$ cat src/rtl/spi_master_param.sv
// spi_master_param: SPI master with a command FIFO, programmable mode, clock
// divider, chip-select setup time and inter-frame gap.
// Optional receive path enabled by defining SPI_MASTER_PARAM_RX_EN.
// All SPI pins and status outputs come straight from flip-flops. Each output
// register is loaded from the next-state values, so it lines up cycle-exactly
// with the FSM state register.
module spi_master_param #(
  parameter int DATA_W     = 16,
  parameter int SS_W       = 16,
  parameter int CLK_DIV    = 20,
  parameter int SETUP_CYC  = 20,
  parameter int END_CYC    = 15,
  parameter int FIFO_DEPTH = 4,
  parameter bit CPOL       = 1'b0,
  parameter bit CPHA       = 1'b0
) (
  input  logic              clk,
  input  logic              rst,
  input  logic              cmd_valid,
  output logic              cmd_ready,
  input  logic [DATA_W-1:0] cmd_data,
  input  logic [SS_W-1:0]   cmd_ss,
  input  logic              hold,
  output logic              spi_sclk,
  output logic              spi_mosi,
  input  logic              spi_miso,
  output logic [SS_W-1:0]   spi_ss_n,
  output logic              busy,
  output logic              rx_valid,
  output logic [DATA_W-1:0] rx_data
);

  localparam int PTR_W  = $clog2(FIFO_DEPTH);
  localparam int CNT_FW = PTR_W + 1;
  localparam int MAX_AB = (SETUP_CYC > END_CYC) ? SETUP_CYC : END_CYC;
  localparam int MAXC   = (MAX_AB > CLK_DIV) ? MAX_AB : CLK_DIV;
  localparam int CYC_W  = (MAXC > 1) ? $clog2(MAXC) : 1;
  localparam int BIT_W  = $clog2(DATA_W);

  typedef enum logic [2:0] {
    ST_IDLE  = 3'd0,
    ST_LOAD  = 3'd1,
    ST_SETUP = 3'd2,
    ST_SHIFT = 3'd3,
    ST_END   = 3'd4
  } state_t;

  state_t             state, state_nx;
  logic [CYC_W-1:0]   cyc, cyc_nx;
  logic               half, half_nx;
  logic [BIT_W-1:0]   bit_cnt, bit_nx;

  logic [DATA_W-1:0]  mem_data [FIFO_DEPTH];
  logic [SS_W-1:0]    mem_ss   [FIFO_DEPTH];
  logic [PTR_W-1:0]   wr_ptr, rd_ptr;
  logic [CNT_FW-1:0]  count, count_nx;
  logic               push, pop;
  logic [DATA_W-1:0]  rd_data;
  logic [SS_W-1:0]    rd_ss;

  logic [DATA_W-1:0]  sreg, sreg_nx;
  logic [SS_W-1:0]    ss_mask, ss_mask_nx;
  logic               sclk_nx, mosi_nx, busy_nx, ready_nx;
  logic [SS_W-1:0]    ss_n_nx;
  logic               lead, trail;

  assign push     = cmd_valid && cmd_ready;
  assign pop      = (state == ST_LOAD);
  assign rd_data  = mem_data[rd_ptr];
  assign rd_ss    = mem_ss[rd_ptr];
  assign count_nx = count + CNT_FW'(push) - CNT_FW'(pop);

  // Command FIFO storage and pointers; a full FIFO never accepts.
  always_ff @(posedge clk or posedge rst) begin
    if (rst) begin
      wr_ptr <= '0;
      rd_ptr <= '0;
      count  <= '0;
      for (int i = 0; i < FIFO_DEPTH; i++) begin
        mem_data[i] <= '0;
        mem_ss[i]   <= '0;
      end
    end else begin
      if (push) begin
        mem_data[wr_ptr] <= cmd_data;
        mem_ss[wr_ptr]   <= cmd_ss;
        wr_ptr           <= wr_ptr + PTR_W'(1);
      end
      if (pop) begin
        rd_ptr <= rd_ptr + PTR_W'(1);
      end
      count <= count_nx;
    end
  end

  // FSM state register with its phase counters.
  always_ff @(posedge clk or posedge rst) begin
    if (rst) begin
      state   <= ST_IDLE;
      cyc     <= '0;
      half    <= 1'b0;
      bit_cnt <= '0;
    end else begin
      state   <= state_nx;
      cyc     <= cyc_nx;
      half    <= half_nx;
      bit_cnt <= bit_nx;
    end
  end

  // Next-state logic: SETUP/END are timed by cyc, SHIFT runs half-periods of CLK_DIV.
  always_comb begin
    state_nx = state;
    cyc_nx   = cyc;
    half_nx  = half;
    bit_nx   = bit_cnt;
    case (state)
      ST_IDLE: begin
        if ((count != '0) && !hold) state_nx = ST_LOAD;
        else                        state_nx = ST_IDLE;
      end
      ST_LOAD: begin
        state_nx = ST_SETUP;
        cyc_nx   = '0;
      end
      ST_SETUP: begin
        if (cyc == CYC_W'(SETUP_CYC - 1)) begin
          state_nx = ST_SHIFT;
          cyc_nx   = '0;
          half_nx  = 1'b0;
          bit_nx   = '0;
        end else begin
          cyc_nx = cyc + CYC_W'(1);
        end
      end
      ST_SHIFT: begin
        if (cyc == CYC_W'(CLK_DIV - 1)) begin
          cyc_nx = '0;
          if (half) begin
            half_nx = 1'b0;
            if (bit_cnt == BIT_W'(DATA_W - 1)) state_nx = ST_END;
            else                               bit_nx   = bit_cnt + BIT_W'(1);
          end else begin
            half_nx = 1'b1;
          end
        end else begin
          cyc_nx = cyc + CYC_W'(1);
        end
      end
      ST_END: begin
        if (cyc == CYC_W'(END_CYC - 1)) begin
          state_nx = ST_IDLE;
          cyc_nx   = '0;
        end else begin
          cyc_nx = cyc + CYC_W'(1);
        end
      end
      default: begin
        state_nx = ST_IDLE;
        cyc_nx   = '0;
        half_nx  = 1'b0;
        bit_nx   = '0;
      end
    endcase
  end

  // Leading edge: entering the active half of an SCLK period; trailing: leaving it.
  assign lead  = (state_nx == ST_SHIFT) && !half_nx && ((state != ST_SHIFT) || half);
  assign trail = (state == ST_SHIFT) && (state_nx == ST_SHIFT) && !half && half_nx;

  // Output logic: next values for the pin, shift and status registers.
  always_comb begin
    if ((state_nx == ST_SHIFT) && !half_nx) sclk_nx = ~CPOL;
    else                                    sclk_nx = CPOL;

    if (pop) ss_mask_nx = rd_ss;
    else     ss_mask_nx = ss_mask;

    if ((state_nx == ST_SETUP) || (state_nx == ST_SHIFT)) ss_n_nx = ~ss_mask_nx;
    else                                                  ss_n_nx = '1;

    sreg_nx = sreg;
    mosi_nx = spi_mosi;
    if (pop) begin
      sreg_nx = rd_data;
      if (CPHA == 1'b0) mosi_nx = rd_data[DATA_W-1];
      else              mosi_nx = 1'b0;
    end else if ((CPHA == 1'b0) && trail) begin
      mosi_nx = sreg[DATA_W-2];
      sreg_nx = {sreg[DATA_W-2:0], 1'b0};
    end else if ((CPHA == 1'b1) && lead) begin
      mosi_nx = sreg[DATA_W-1];
      sreg_nx = {sreg[DATA_W-2:0], 1'b0};
    end else begin
      sreg_nx = sreg;
    end

    busy_nx  = (state_nx != ST_IDLE) || (count_nx != '0);
    ready_nx = (count_nx != CNT_FW'(FIFO_DEPTH));
  end

  // Registered SPI pins and status outputs.
  always_ff @(posedge clk or posedge rst) begin
    if (rst) begin
      spi_sclk  <= CPOL;
      spi_mosi  <= 1'b0;
      spi_ss_n  <= '1;
      busy      <= 1'b0;
      cmd_ready <= 1'b0;
      sreg      <= '0;
      ss_mask   <= '0;
    end else begin
      spi_sclk  <= sclk_nx;
      spi_mosi  <= mosi_nx;
      spi_ss_n  <= ss_n_nx;
      busy      <= busy_nx;
      cmd_ready <= ready_nx;
      sreg      <= sreg_nx;
      ss_mask   <= ss_mask_nx;
    end
  end

`ifdef SPI_MASTER_PARAM_RX_EN
  logic [DATA_W-1:0] rx_sreg, rx_sreg_nx;
  logic              rx_sample, rx_done;

  assign rx_sample = (CPHA == 1'b0) ? lead : trail;
  assign rx_done   = (state == ST_SHIFT) && (state_nx == ST_END);

  // Receive shift-in on the sampling edge.
  always_comb begin
    if (rx_sample) rx_sreg_nx = {rx_sreg[DATA_W-2:0], spi_miso};
    else           rx_sreg_nx = rx_sreg;
  end

  // Receive registers: rx_data updates and rx_valid pulses as SHIFT ends.
  always_ff @(posedge clk or posedge rst) begin
    if (rst) begin
      rx_sreg  <= '0;
      rx_valid <= 1'b0;
      rx_data  <= '0;
    end else begin
      rx_sreg  <= rx_sreg_nx;
      rx_valid <= rx_done;
      if (rx_done) rx_data <= rx_sreg;
      else         rx_data <= rx_data;
    end
  end
`else
  logic unused_miso;
  assign unused_miso = spi_miso;
  assign rx_valid    = 1'b0;
  assign rx_data     = '0;
`endif

endmodule

$ cat config.mk
export PLATFORM = sky130hd
export DESIGN_NAME = spi_master_param
export DESIGN_NICKNAME = d
export VERILOG_FILES = /design/src/rtl/spi_master_param.sv
export SDC_FILE = /design/constraint.sdc
export NUM_CORES = 1
export LEC_CHECK = 0
export ABC_AREA = 1
export BUFFER_PORTS_ARGS = -buffer_cell sky130_fd_sc_hd__buf_2
export CAP_MARGIN = 20
export CELL_PAD_IN_SITES_DETAIL_PLACEMENT = 1
export CELL_PAD_IN_SITES_GLOBAL_PLACEMENT = 2
export CORE_MARGIN = 2
export CORE_UTILIZATION = 41
export CTS_BUF_LIST = sky130_fd_sc_hd__clkbuf_2 sky130_fd_sc_hd__clkbuf_4 sky130_fd_sc_hd__clkbuf_8
export DETAILED_ROUTE_END_ITERATION = 10
export GPL_TIMING_DRIVEN = 0
export MAX_ROUTING_LAYER = met4
export PLACE_DENSITY_LB_ADDON = 0.1
export SYNTH_ARGS = -nofsm -noshare
export SYNTH_HDL_FRONTEND = slang
export SYNTH_SLANG_ARGS = --single-unit
$ cat constraint.sdc
create_clock -name clk -period 12 [get_ports clk]
set_input_delay 3 -clock clk [delete_from_list [all_inputs] [get_ports clk]]
set_output_delay 3 -clock clk [all_outputs]
set_load 0.02 [all_outputs]
Word level (Yosys, flattened, before mapping)
Cells that the tools add are included.
Word-level totals
  flip-flop bits (word level): 199
  input port bits: 37
  logic and storage cells: 105
Cells by class
  add/subtract/negate cells: 6
  $lt $le $gt $ge: 3
  equal/unequal tests: 14
  mux-type cells: 36
  bitwise operators: 4
  reduce and logical (&&, ||, !) cells: 20
Operators by type and width (number)
  64-bit bitwise mux: 2
  16-bit two-way mux: 7
  16-bit binary-select mux with 2-bit select: 2
  16-bit demux with 2-bit select: 1
  15-bit two-way mux: 2
  4-bit two-way mux: 4
  16-bit inverter: 1
  3-bit two-way mux: 5
  3-bit one-hot mux with 5 select lines: 1
  5-bit one-hot mux with 3 select lines: 1
  3-bit by 2-bit equality test with 1-bit output, second input constant: 4
  4-bit one-hot mux with 3 select lines: 1
  5-bit two-way mux: 2
  3-bit nonzero test: 3
  2-bit inequality test, second input constant: 4
  1-bit logical AND: 7
  1-bit two-way mux: 7
  3-bit greater-or-equal comparator, second input constant: 2
  2-bit inverter with 3-bit output: 2
  5-bit by 1-bit adder with 5-bit output, second input constant: 1
  5-bit by 4-bit equality test with 1-bit output, second input constant: 1
  5-bit equality test, second input constant: 1
  5-bit AND reduction: 1
  2-bit by 1-bit adder with 2-bit output, second input constant: 2
  other kinds (16): 19

Longest topological paths before layout
  word-level depth: 11
  mapped depth: 13
  gate-level depth less buffers: 12

Least setup slack after synthesis
No wires, ideal clock.
  kind: input to register
  from: input port cmd_valid
  to: register busy
  setup time: 119 ps
  data arrival time: 4423 ps
  data required time: 11881 ps
  setup slack: 7458 ps
  cell stages on the path: 11
  buffers on the path: 0
  cell sequence: nand2_1 -> ha_1 -> inv_1 -> ha_1 -> inv_1 -> fa_1 -> inv_1 -> nor2_1 -> nand3_1 -> nor2_1 -> nand2_1
Between the ends
  word-level cells in the longest chain between the ends: 5
Ends and longest elaborated chain
  from (decl): line 19  | input logic cmd_valid,
  1-bit logical AND: line 67  | assign push = cmd_valid && cmd_ready;
  3-bit by 1-bit adder with 3-bit output: line 71  | assign count_nx = count + CNT_FW'(push) - CNT_FW'(pop);
  3-bit by 1-bit subtractor with 3-bit output: line 71
  via count_nx[1]: line 56  | logic [CNT_FW-1:0] count, count_nx;
  3-bit nonzero test: line 198  | busy_nx = (state_nx != ST_IDLE) || (count_nx != '0);
  1-bit logical OR: line 198
  via busy_nx: line 63  | logic sclk_nx, mosi_nx, busy_nx, ready_nx;
  to (signal assigned): line 216  | busy <= busy_nx;
  to (decl): line 28  | output logic busy,
The timed path passes the listed nets, and every way through them passes these cells.
A chain may end at the register's enable or synchronous reset.

Final worst setup path
Same ends and word-level chain as after synthesis.

==> metrics.txt <==
status finished clean; CTS-repair resized insts 0; Final setup viols 0; Pre-Repair DR Iteration Count 5; Post-CTS Setup Bufs 0; Required @ worst endpoint 12.38 ns; Die Wd 150 um; DP Wirelength 16.9 mm; Buf+Inv Stages, Crit Path 4; Die H 150 um; antenna violations before repair 0; post-synthesis cell area 8750 um^2; Distinct cells, synth 27; Final Hold Viols 0; Worst slew margin 54.1%; Post-Syn Instances 1,033; switching power 651 uW; Internal 1210 uW; Clock transition at path regs 0.10 ns; Post-Synth Adder-Cell Area 1.66%; layout cells sized above 1 12.5%; Async S/R FF share, synth 100%; buffer levels on the longest clock path 2; max_cap viols 0; crit end category register; Initial Util 41.8%; post-synthesis simple-gate area fraction 22.7%; Flop pwr share 53.1%; largest family of logic cells by synthesized area simple AND/OR/NAND/NOR gates; clock tree sinks 199; synth top area cells dfrtp_1 (52%), nand2_1 (15%), o21ai_0 (9.6%); mux share of post-synthesis cell area 0%; Combinational Power Share 23.8%; clock skew 0.0149 ns; Slowest-stage cell, CP fa_1; largest net degree at the start of global routing 106; Placeable Area 21,000 um^2; Placement Cell Area 9460 um^2; Remaining DRCs 0; Post-Route WL 24.2 mm; DIE AREA 22,500 um^2; Yosys warnings 0; Routed wire per std cell 17.1 um; Row Count 53; gpl congestion 0.786; CP max stage delay 0.48 ns; GRT Util Overall 23.5%; Synth top area share 52.3%; Skew-Pair Late Insertion Delay 0.49 ns; Total Neg Setup Slack 0 ns; Slew Viols, Final 0; design area 9840 um^2; flops & latches, synth 199; HP Class reg -> reg; most area-hungry cell type in the Yosys netlist dfrtp_1; Startpoint Class input port; CP most frequent cell inv_1; Inserted Clock Buffers 17; Overflow after GRT 0; CP max FO 3; crit path DAT 4.69 ns; P_leak 0.00493 uW; Avg Cell Area, Syn 8.47 um^2; n_diodes 0; setup ws final 7.69 ns; Ports 74; Worst-Margin Slew 0.688 ns; global-route wire length before repair 39.1 mm; Tot Pwr 1860 uW; register area share after synthesis 57.1%; Area Growth Syn to Fin 12.5%; CTS tree built; Power Density 189 nW/um^2; clock share of power 23.0%; cts-stage hold buffer count 0; antenna viol nets, final 0; commonest cells in the netlist nand2_1 (356), dfrtp_1 (183), o21ai_0 (168); RSZ-0062 raised after global routing false; peak supply drop 0.0919 mV; EDFF count, synth 0; DR vias 7,080; fmax 232 MHz; pre-CTS WS 7.15 ns; min cycle time layout 4.31 ns; fin crit share 35.9%; Final #Nets 1,172; Fin Hold WS 0.485 ns; complex-gate fraction of the synthesized area 10.9%; DRT iter0 DRCs 352; Switching Fraction 35.0%; cell family with most CP delay adder cells; Via density 5.01; Post-Synth XOR/XNOR Area 0.801%; Port Buffer Count 55; worst-path cell chain buf_2 > nand2_1 > ha_1 > inv_1 > ha_1 > inv_1 > fa_1 > inv_1 > nor2_1 > nand3_1 > nor2_1 > nand2_1; vias in the first global route 7,197; H-Tree Depth 4; kind of critical path in -> reg; Top FF cell, synth dfrtp_1; count leader, synth nand2_1; CTS Root Cell clkbuf_8
[final cells by class]
cell class,instances,area [um^2]
Fill cell,2612,11100
Sequential cell,199,5000
Multi-Input combinational cell,717,3220
Buffer,73,369
Tap cell,275,344
Timing Repair Buffer,56,303
Clock buffer,17,234
Inverter,60,233
Clock inverter,15,144
[power groups by stage]
stage | registers (uW) | logic [uW] | clock network [uW]
2_1_floorplan | 969 | 321 | 0
3_3_place_gp | 991 | 425 | 0
3_5_place_dp | 996 | 447 | 0
4_1_cts | 985 | 450 | 441
5_1_grt | 1010 | 518 | 467
6_report | 987 | 442 | 428
[worst register-to-register path, cell delays in order, from the launching register on]
cell      delay (ns)
dfrtp_1         0.38
buf_4           0.16
nor3_4          0.45
clkbuf_1        0.45
ha_1            0.32
inv_1           0.06
ha_1            0.14
inv_1           0.05
fa_1            0.48
inv_1           0.05
nor2_1          0.14
nand3_1         0.11
nor2_1          0.11
nand2_1         0.06
[routing by layer]
layer  GRT usage, %  wire length (um)
met5              -                 0
met4           3.96               148
met3           3.96               568
met2           36.4             11200
met1           33.1             12300
[sequential cells by signal (all words and copies together), names as in the netlist, 2 cells and up]
register	flops
wr_ptr	2
count	3
sreg	15
bit_cnt	4
state	3
rd_ptr	2
ss_mask	16
spi_ss_n	16
mem_data	64
mem_ss	64
cyc	5
[cells by family after synthesis]
group                      count (synthesis)
xor gates and xnor gates                   8
buffers and inverters                    133
and+or+nand+nor                          495
DFF                                      199
adders and majority gates                 11
AOI/OAI and AO/OA                        186
other                                      1
[through the flow]
stage / util [%] / cells
floorplan: - / 1049
global placement: 45.0 / 1379
detailed placement: 45.2 / 1380
CTS: 47.0 / 1412
global route: 47.0 / 1412
finish: 47.0 / 1412
[path summary, 6_finish.rpt]
path                        startpoint     endpoint  slack, ns  depth (start not counted)
hold / removal             ss_mask[13]  ss_mask[13]       0.48                          2
setup reg to reg              state[1]         busy       8.95                         13
setup / recovery             cmd_valid         busy       7.69                         12
min in group asynchronous          rst       cyc[1]       2.60                          2
hold reg to reg            ss_mask[13]  ss_mask[13]       0.48                          2
max in group asynchronous          rst   mem_ss[45]       8.45                          3
[cell usage in the layout, fill, tap and decap left out, types with 3 or more instances in the layout]
cell,synthesis,layout
nand2_1,356,356
dfrtp_1,183,183
o21ai_0,168,168
nand3_1,71,71
buf_2,7,62
nor2_1,58,58
inv_1,56,55
clkbuf_1,45,45
buf_4,19,19
o22ai_1,17,17
conb_1,1,17
clkbuf_8,0,17
dfstp_2,16,16
ha_1,10,10
xor2_1,6,6
inv_8,0,4
clkinvlp_4,0,4
inv_2,3,3
nand2_2,3,3
clkinv_2,0,3
inv_6,0,3
No activity file was read; power rests on OpenSTA's default activity.
